==> src/rtl/rtc_bus_burst_engine.sv <==
// rtc_bus_burst_engine
// Burst sequencer for the external RTC's multiplexed AddressData bus.
// Each beat runs an address strobe, a hold, a data strobe and a hold.
// Consecutive beats are separated by an idle gap. The address
// auto-increments per beat, and an abort drops the strobes into a short
// recovery before returning to idle. Every output is registered.
module rtc_bus_burst_engine #(
    parameter int DATA_W  = 8,
    parameter int ADDR_W  = 8,
    parameter int LEN_W   = 5,
    parameter int T_PULSE = 4,
    parameter int T_HOLD  = 2,
    parameter int T_GAP   = 2
) (
    input  logic              clk,
    input  logic              reset,
    input  logic              cmd_valid,
    output logic              cmd_ready,
    input  logic              cmd_write,
    input  logic [ADDR_W-1:0] cmd_addr,
    input  logic [LEN_W-1:0]  cmd_len,
    input  logic              abort,
    output logic              wr_req,
    input  logic [DATA_W-1:0] wr_data,
    output logic              rd_valid,
    output logic [DATA_W-1:0] rd_data,
    output logic [LEN_W-1:0]  rd_index,
    output logic              done,
    output logic              err,
    output logic              busy,
    output logic              a_d,
    output logic              cs,
    output logic              rd,
    output logic              wr,
    output logic [DATA_W-1:0] ad_out,
    output logic              ad_oe,
    input  logic [DATA_W-1:0] ad_in
);

    // Phase timer: holds (remaining cycles - 1) of the current phase.
    localparam int T_PH_MAX = (T_PULSE > T_HOLD) ? T_PULSE : T_HOLD;
    localparam int T_MAX    = (T_PH_MAX > T_GAP) ? T_PH_MAX : T_GAP;
    localparam int TCNT_W   = $clog2(T_MAX + 1);

    localparam logic [TCNT_W-1:0] TP_LD = TCNT_W'(T_PULSE - 1);
    localparam logic [TCNT_W-1:0] TH_LD = TCNT_W'(T_HOLD - 1);
    localparam logic [TCNT_W-1:0] TG_LD = TCNT_W'((T_GAP > 0) ? T_GAP - 1 : 0);

    localparam logic [2:0] S_IDLE  = 3'd0;
    localparam logic [2:0] S_ADDR  = 3'd1;
    localparam logic [2:0] S_AHOLD = 3'd2;
    localparam logic [2:0] S_DATA  = 3'd3;
    localparam logic [2:0] S_DHOLD = 3'd4;
    localparam logic [2:0] S_GAP   = 3'd5;
    localparam logic [2:0] S_RECOV = 3'd6;

    logic [2:0]        state, state_nxt;
    logic [TCNT_W-1:0] tcnt, tcnt_nxt;
    logic [LEN_W-1:0]  beat, len_q;
    logic [ADDR_W-1:0] addr_q, addr_inc;
    logic              write_q;

    logic accept, len_zero, phase_end, last_beat;
    logic advance, capture, sample, done_nxt, err_nxt;

    // Next-state and phase-timer sequencing; abort overrides every busy phase.
    always_comb begin
        // NOTE: every signal written here gets a default first so no path can infer a latch.
        state_nxt = state;
        phase_end = (tcnt == '0);
        tcnt_nxt  = phase_end ? '0 : tcnt - TCNT_W'(1);
        accept    = 1'b0;
        len_zero  = (cmd_len == '0);
        last_beat = (beat == len_q - LEN_W'(1));
        addr_inc  = addr_q + ADDR_W'(1);

        case (state)
            S_IDLE: begin
                tcnt_nxt = '0;
                if (cmd_valid) begin
                    accept = 1'b1;
                    if (!len_zero) begin
                        state_nxt = S_ADDR;
                        tcnt_nxt  = TP_LD;
                    end
                end
            end
            S_ADDR: begin
                if (phase_end) begin
                    state_nxt = S_AHOLD;
                    tcnt_nxt  = TH_LD;
                end
            end
            S_AHOLD: begin
                if (phase_end) begin
                    state_nxt = S_DATA;
                    tcnt_nxt  = TP_LD;
                end
            end
            S_DATA: begin
                if (phase_end) begin
                    state_nxt = S_DHOLD;
                    tcnt_nxt  = TH_LD;
                end
            end
            S_DHOLD: begin
                if (phase_end) begin
                    if (last_beat) begin
                        state_nxt = S_IDLE;
                    end else if (T_GAP > 0) begin
                        state_nxt = S_GAP;
                        tcnt_nxt  = TG_LD;
                    end else begin
                        state_nxt = S_ADDR;
                        tcnt_nxt  = TP_LD;
                    end
                end
            end
            S_GAP: begin
                if (phase_end) begin
                    state_nxt = S_ADDR;
                    tcnt_nxt  = TP_LD;
                end
            end
            S_RECOV: begin
                if (phase_end) begin
                    state_nxt = S_IDLE;
                end
            end
            default: begin
                state_nxt = S_IDLE;
                tcnt_nxt  = '0;
            end
        endcase

        // A second abort during recovery does not stretch it.
        if (abort && state != S_IDLE && state != S_RECOV) begin
            state_nxt = S_RECOV;
            tcnt_nxt  = TH_LD;
        end

        advance  = (state == S_DHOLD || state == S_GAP) && (state_nxt == S_ADDR);
        capture  = (state == S_DATA) && (tcnt == TP_LD) && write_q;
        sample   = (state == S_DATA) && phase_end && !write_q;
        done_nxt = (accept && len_zero) || (state != S_IDLE && state_nxt == S_IDLE);
        err_nxt  = (accept && len_zero) || (state == S_RECOV);
    end

    // State, command context and all registered outputs.
    always_ff @(posedge clk) begin
        if (!reset) begin
            state     <= S_IDLE;
            tcnt      <= '0;
            beat      <= '0;
            len_q     <= '0;
            addr_q    <= '0;
            write_q   <= 1'b0;
            cmd_ready <= 1'b1;
            busy      <= 1'b0;
            done      <= 1'b0;
            err       <= 1'b0;
            wr_req    <= 1'b0;
            rd_valid  <= 1'b0;
            rd_data   <= '0;
            rd_index  <= '0;
            a_d       <= 1'b0;
            cs        <= 1'b1;
            rd        <= 1'b1;
            wr        <= 1'b1;
            ad_out    <= '0;
            ad_oe     <= 1'b0;
        end else begin
            // NOTE: non-blocking assignments keep every register reading pre-edge values.
            state <= state_nxt;
            tcnt  <= tcnt_nxt;

            if (accept) begin
                write_q <= cmd_write;
                len_q   <= cmd_len;
                addr_q  <= cmd_addr;
                beat    <= '0;
            end else if (advance) begin
                addr_q <= addr_inc;
                beat   <= beat + LEN_W'(1);
            end

            // The bus shows the address from the first ADDR cycle. Write data
            // replaces it once captured, so the first DATA cycle still carries
            // the address while the data is fetched.
            if (accept) begin
                ad_out <= DATA_W'(cmd_addr);
            end else if (advance) begin
                ad_out <= DATA_W'(addr_inc);
            end else if (capture) begin
                ad_out <= wr_data;
            end

            // Bus pins are decoded from the phase being entered.
            cs    <= !(state_nxt == S_ADDR || state_nxt == S_DATA);
            wr    <= !(state_nxt == S_ADDR || (state_nxt == S_DATA && write_q));
            rd    <= !(state_nxt == S_DATA && !write_q);
            a_d   <= (state_nxt == S_DATA || state_nxt == S_DHOLD);
            ad_oe <= (state_nxt == S_ADDR || state_nxt == S_AHOLD) ||
                     ((state_nxt == S_DATA || state_nxt == S_DHOLD) && write_q);

            // Data is requested in the last address-hold cycle.
            wr_req <= (state_nxt == S_AHOLD) && (tcnt_nxt == '0) && write_q;

            // A sampled read beat is always reported, even if abort arrives with it.
            rd_valid <= sample;
            if (sample) begin
                rd_data  <= ad_in;
                rd_index <= beat;
            end

            done      <= done_nxt;
            err       <= done_nxt && err_nxt;
            cmd_ready <= (state_nxt == S_IDLE);
            busy      <= (state_nxt != S_IDLE);
        end
    end

endmodule

==> config.mk <==
export PLATFORM = sky130hd
export DESIGN_NAME = rtc_bus_burst_engine
export DESIGN_NICKNAME = d
export VERILOG_FILES = /design/src/rtl/rtc_bus_burst_engine.sv
export SDC_FILE = /design/constraint.sdc
export NUM_CORES = 1
export LEC_CHECK = 0
export CORE_MARGIN = 4
export CORE_UTILIZATION = 45
export CTS_CLUSTER_DIAMETER = 200
export DETAILED_ROUTE_END_ITERATION = 7
export PLACE_DENSITY = 0.76
export SLEW_MARGIN = 20
export SYNTH_ARGS = -nofsm -noshare
export SYNTH_HDL_FRONTEND = slang
export SYNTH_SLANG_ARGS = --single-unit
==> constraint.sdc <==
create_clock -name clk -period 2.45 [get_ports clk]
set_clock_uncertainty 0.15 [all_clocks]
set_input_delay 0.245 -clock clk [delete_from_list [all_inputs] [get_ports clk]]
set_output_delay 0.245 -clock clk [all_outputs]
set_load 0.05 [all_outputs]
==> summary.txt, run 1 <==
Floorplan
  – Die area: ~0.0077 mm2
  – Core Area: slightly above 0.006 mm2
  – Die H: 87.74 um
  – Rows: 28
  – Die W: ~88 um
  – I/O pin cnt: 66
  – Initial core utilization: roughly 47%

Timing
  – Endpoints failing hold: 0
  – Fmax: approximately 420 MHz
  – Post-route clock period utilization: 98.07%
  – Final min period: 2.403 ns
  – WHS: 0.3305 ns
  – Relative slew slack: between 60% and 70%
  – Max-slew violations: 0
  – Unrepaired setup endpoints after global routing: yes
  – Actual slew at the worst max-slew pin: ~0.51 ns
  – Final setup violation count: 0
  – TNS Setup: 0 ns

Global route
  – Initial antenna violation count: 0
  – Largest net degree at the start of global routing: 19
  – Gr ovfl total: 0
  – GRT Total Usage: 21.57%
  – Global-route wire length before repair: about 13,000 um
  – Vias in the first global route: 2,798

CTS
  – Cts hold-fix bufs: 0
  – CTS Buffer Depth: 2
  – CTS tree: done
  – CTS clk-pin slew, worst paths: approximately 0.07 ns
  – CTS Buf Count: 9
  – CTS sink count: 57
  – Clk_lat worst skew: about 0.34 ns
  – H-Tree Depth: 3
  – Root buf cell: clkbuf_8

Cells and area
  – Fin cells: ~510
  – Area Overhead vs Synth: 43.07%
  – Layout cells sized above 1: between 15 and 20%
  – Fin area: 0.004094 mm2
  – Most frequent cells in the layout: clkdlybuf4s50_1 (65), dfxtp_1 (54), nand2_1 (40), nor2_1 (40), buf_4 (38)
  – Most common cell after layout, fill and taps aside: clkdlybuf4s50_1
  – Final #Nets: ~470
  – Antenna cells: 0

Place
  – Post-Place Cells: 489
  – Detailed placement HPWL: 5690 um
  – IO buf count: 65
  – Placed cell area: around 0.0037 mm2
  – Placer congestion estimate: between 0.8 and 0.9

Route
  – Starting DRT DRC Count: between 150 and 200
  – WL/cell: around 15 um
  – Post-route DRC: 0
  – Via count: roughly 2.8k
  – DRT Wirelength: about 7800 um
  – DRT antenna net count: 0
  – DRT Pass-1 Iters: 7
  – Vias per cell: between 5 and 6

Synthesis
  – Net Count, Synth: 373
  – Synth Flop Type: dfxtp_1
  – Post-Syn Area: 0.002861 mm2
  – #FFs+latches synth: 57
  – Synth warnings: 0
  – Syn avg cell area: 8.567 um2
  – Syn Inst Count: between 300 and 400
  – Seq/Total Area, Yosys: 39.88%
  – Post-synth EDFFs: 0
  – FFs w/ async S/R, synth: 0%
  – Cell variety after synth: 61

Setup path
  – Crit Path Class: reg2reg
  – CP arrival: roughly 2.5 ns
  – Req. time, crit path: between 2 and 3 ns
  – Origin of the critical flop-to-flop path: len_q[1]
  – Reg2Reg Depth: 8
  – CP max FO: 4
  – CP startpoint kind: flop
  – Worst Setup SP: len_q[1]
  – Critical Path End Type: flop

Pwr
  – LEAKAGE: approximately 0.0016 uW
  – P per Cell Area: between 1000 and 1500 mW/mm2
  – VDD IR max: between 0.7 and 0.8 mV

Worst hold path
  – Worst hold path type: reg2reg
  – Hold Path Stages: 2
  – Hold Startpoint: ad_out[1]

Job
  – Max_cap viols: 0

Run status
  – Status: completed
## report_power, final
group | internal [uW] | total, uW | leakage (uW) | switching, uW
sequential | 1110 | 1250 | 0.000467 | 144
clock | 706 | 1100 | 0.000119 | 398
combinational | 951 | 2200 | 0.000982 | 1240
## per-stage QoR
stage	setup slack (ns)	util [%]	power [uW]
final	0.04718	67.55	4554
after global routing	-0.07126	67.55	4813
after CTS	0.03432	66.56	4464
after detailed placement	-0.1873	61.85	3287
after global placement	-0.1671	61.85	3246
after floorplan	0.03433	-	2625
## sequential cells by signal, indices dropped and copies added (netlist names), 3 cells and up
name / flops
len_q: 5
state: 3
beat: 5
tcnt: 3
ad_out: 8
rd_data: 8
addr_q: 8
rd_index: 5
## cell type report
type                       count  area (um2)
clock buffer                  10       137.6
sequential                    57        1145
inverter                       8       30.03
multi-input combinational    250        1638
tap                           75       93.84
timing repair buffer         103       935.9
clock inverter                 6       113.9
fill                         493        1967
## critical path, stage by stage (launching register included)
cell and delay, ns:
dfxtp_2 0.34, inv_2 0.05, ha_4 0.17, xnor2_1 0.13, o2bb2ai_2 0.14, a2111oi_4 0.48
o211ai_2 0.14, or4_4 0.46, nor4b_4 0.27
## cell usage after synthesis (2+ instances only)
cell type  count  share of area (%)
nand2_1       40                5.2
o21a_1         2               0.52
o21bai_1       3               0.79
nand4_1        2               0.44
nor4b_2        2                1.0
clkbuf_8       3                1.4
xor2_1        10                3.1
or4_1          2               0.52
a21oi_1       22                3.8
xnor2_1        7                2.1
clkbuf_1      13                1.7
dfxtp_1       57                 40
o21ai_0       28                4.9
a211oi_1       2               0.52
o211ai_1       2               0.52
a31oi_1        7                1.5
nand3b_1       3               0.79
mux2i_1       13                4.5
ha_1           5                2.2
and3_1         4               0.87
and3_2         2               0.52
nor2b_1        3               0.66
inv_1          8                1.0
and2_1         8                1.7
nor2_1        41                5.4
buf_6          2               0.79
nor3_1         2               0.35
a222oi_1       3                1.0
nand3_1        6                1.0
## what timing repair did
action                                  4_1_cts  5_1_grt
pin swaps                                     8        3
endpoints found under the setup margin        2        4
gates resized for setup                       5       11
setup buffers                                 3        1
## cell families (layout without fill, tap and decap cells)
kind of cell | Yosys count | after routing | share of synthesized area [%]
buffers and inverters | 27 | 127 | 5.160
DFF | 57 | 57 | 39.88
muxes | 13 | 13 | 4.547
and+or+nand+nor | 128 | 128 | 22.87
adders and majority gates | 5 | 5 | 2.186
AOI/OAI and AO/OA | 87 | 87 | 20.16
xor gates and xnor gates | 17 | 17 | 5.203
## final timing paths
kind         slack [ns]   endpoint
max                0.05     wr_req
min                0.33  ad_out[1]
max reg2reg        0.05     wr_req
min reg2reg        0.33  ad_out[1]
## metal layers
layer	vias to the layer above	GRT usage, %	routed length, um
li1	1372	-	-
met1	1329	26.87	3393
met2	85	36.03	3823
met3	16	4.327	405
met4	0	9.484	149
met5	-	0	0
No activity file was read; power rests on OpenSTA's default activity.
==> inputs of run 2 (changes only) <==
CORE_UTILIZATION = 54   (was 45)
PLACE_DENSITY = 0.95   (was 0.76)
clock period = 3.1 ns   (was 2.45 ns; I/O delays follow)
==> run 2 against run 1 <==
Net effect:
- sequential share of layout area increased by 2.1 points
- count of clock-buffer cells in the layout increased by 1
- highest routed layer unchanged
- critical path depth increased by 1
==> summary.txt, run 2 (synthesis results as in run 1) <==
Run status
  – Status: completed

Cells and area
  – Most common cell after layout, fill and taps aside: clkdlybuf4s50_1
  – Layout cells sized above 1: 11.00% (-8.4 points)
  – Area of the multi-input gates: 0.001573 mm2 (-4.0%)
  – Antenna cells: 0 (unchanged)
  – FF+latch area: 0.001141 mm2 (-0.33%)
  – Most frequent cells in the layout: clkdlybuf4s50_1 (65), dfxtp_1 (57), nor2_1 (41)
  – Fill count: 364 (-26%)
  – Fin cells: 479 (-5.9%)
  – Final #Nets: 443 (-5.3%)
  – Top Registers: ad_out: 8 flops, addr_q: 8 flops, rd_data: 8 flops
  – Area Overhead vs Synth: 32.79%

Setup path
  – Crit Path Class: reg2reg
  – Reg2reg end: ad_out[2]
  – CP startpoint kind: flop
  – Critical Path End Type: flop
  – CP max FO: 12 (+8)
  – Reg2Reg Depth: 9 (+1)
  – Req. time, crit path: 3.17 ns (+0.61 ns)
  – R2R setup slack: 0.26 ns (+0.21 ns)
  – Origin of the critical flop-to-flop path: tcnt[2]
  – CP arrival: 2.91 ns (+0.40 ns)

Floorplan
  – Die W: 80.80 um (-7.9%)
  – Core Area: 0.005107 mm2 (-16%)
  – Die area: 0.006528 mm2 (-15%)
  – Initial core utilization: 56.03% (+8.8 points)
  – Die H: 80.80 um (-7.9%)
  – Rows: 26 (-7.1%)
  – I/O pin cnt: 66 (unchanged)

Route
  – DRT antenna net count: 0 (unchanged)
  – Vias per cell: 5.956 (+8.2%)
  – WL/cell: 17.10 um (+12%)
  – Metal2 WL: 3895 um (+1.9%)
  – Via count: 2,853 (+1.8%)
  – DRT Wirelength: 8190 um (+5.4%)
  – M1 WL: 3095 um (-8.8%)
  – Wire length on met3: 755 um (+86%)
  – Post-route DRC: 0 (unchanged)
  – DRT Pass-1 Iters: 5 (-2)
  – Max layer used: met4
  – Starting DRT DRC Count: 435 (+160%)

CTS
  – CTS Buffer Depth: 2 (unchanged)
  – CTS clk-pin slew, worst paths: 0.07 ns (about the same)
  – Root buf cell: clkbuf_8
  – Post-CTS sizing: 0 (-5)
  – H-Tree Depth: 3 (unchanged)
  – Clk_lat worst skew: 0.34 ns (about the same)
  – CTS Buf Count: 9 (unchanged)
  – CTS tree: done
  – Post-CTS setup repair buffer count: 0 (-3)
  – Cts hold-fix bufs: 0 (unchanged)
  – CTS sink count: 57 (unchanged)

Place
  – IO buf count: 65 (unchanged)
  – Post-Place Cells: 463 (-5.3%)
  – Detailed placement HPWL: 5651 um (-0.68%)
  – Placer congestion estimate: 0.9331 (+4.9%)

Global route
  – GRT Total Usage: 26.41% (+4.8 points)
  – Initial antenna violation count: 0 (unchanged)
  – Global-route wire length before repair: 13,160 um (+1.4%)
  – Vias in the first global route: 2,808 (+0.36%)
  – Largest net degree at the start of global routing: 18 (-1)
  – Gr ovfl total: 0 (unchanged)

Timing
  – Unrepaired setup endpoints after global routing: no
  – Actual slew at the worst max-slew pin: 0.7263 ns (+0.2152 ns)
  – Final min period: 2.838 ns (+0.4355 ns)
  – Relative slew slack: 51.58% (-14 points)
  – TNS Setup: 0 ns (unchanged)
  – Endpoints failing hold: 0 (unchanged)
  – Final setup violation count: 0 (unchanged)
  – Fmax: 352.3 MHz (-15%)
  – Max-slew violations: 0 (unchanged)
  – Post-route clock period utilization: 91.56% (-6.5 points)

Job
  – Max_cap viols: 0 (unchanged)

Worst hold path
  – WHS Endpoint: len_q[1]
  – Hold Startpoint: len_q[1]
  – Worst hold path type: reg2reg
  – Hold Path Stages: 2 (unchanged)

Pwr
  – P per Cell Area: 870.9 mW/mm2 (-22%)
  – LEAKAGE: 0.001413 uW (-9.9%)
  – VDD IR max: 0.4733 mV (-41%)
-- run 2: cell types whose count changed in the layout (fill, tap and decap cells not counted), sizes merged --
cell and change:
bufinv -1, clkinvlp -2, inv -1, clkinv +3, buf -25, clkbuf +1
-- run 2: metal layers --
metal	vias to the layer above	track usage [%]
met1	1291	30.51
met4	0	16.22
met5	-	0
met2	187	43.54
li1	1320	-
met3	55	7.095
-- run 2: layout make-up --
| type | count | area share, % |
|---|---|---|
| multi-input cells | 250 | 41.39 |
| well taps | 70 | 2.305 |
| inverters | 8 | 0.7903 |
| repair buffers | 78 | 19.69 |
| clock buffers | 11 | 3.721 |
| flip-flops and latches | 57 | 30.03 |
| clock inverters | 5 | 2.074 |
-- run 2: worst max-delay path by stage --
stage	from	to	slack, ns	cells after the start
final	tcnt[2]	ad_out[2]	0.26	9
after floorplan	len_q[0]	wr_req	0.65	8
after CTS	tcnt[2]	ad_out[2]	0.40	9
after global routing	tcnt[1]	ad_out[7]	0.07	9
after global placement	cmd_len[2]	wr_req	0.37	6
after detailed placement	cmd_len[2]	wr_req	0.30	6
-- run 2: worst max-delay path: stages (launching register included) --
cell and delay (ns):
dfxtp_1 0.40, inv_1 0.07, ha_1 0.31, buf_4 0.21, nor2b_1 0.17, and4b_1 0.21
nor2_1 0.51, nand2_1 0.36, o21ai_0 0.28, a31oi_1 0.06
-- run 2: power breakdown --
group | internal (uW) | switching (uW)
Sequential | 876 | 133
Combinational | 579 | 944
Clock | 473 | 304
Total | 1930 | 1380
-- run 2: per-stage QoR --
stage	setup slack (ns)	area (um2)	hold WS [ns]	total power (uW)	utilization, %
6_report	0.2617	3800	0.3352	3309	74.40
5_1_grt	0.06561	3800	0.3526	3466	74.40
4_1_cts	0.3994	3800	0.3332	3276	74.40
3_5_place_dp	0.3012	3580	0.3173	2482	70.09
3_3_place_gp	0.3709	3580	0.3122	2433	70.09
2_1_floorplan	0.6458	2861	0.2960	2068	-
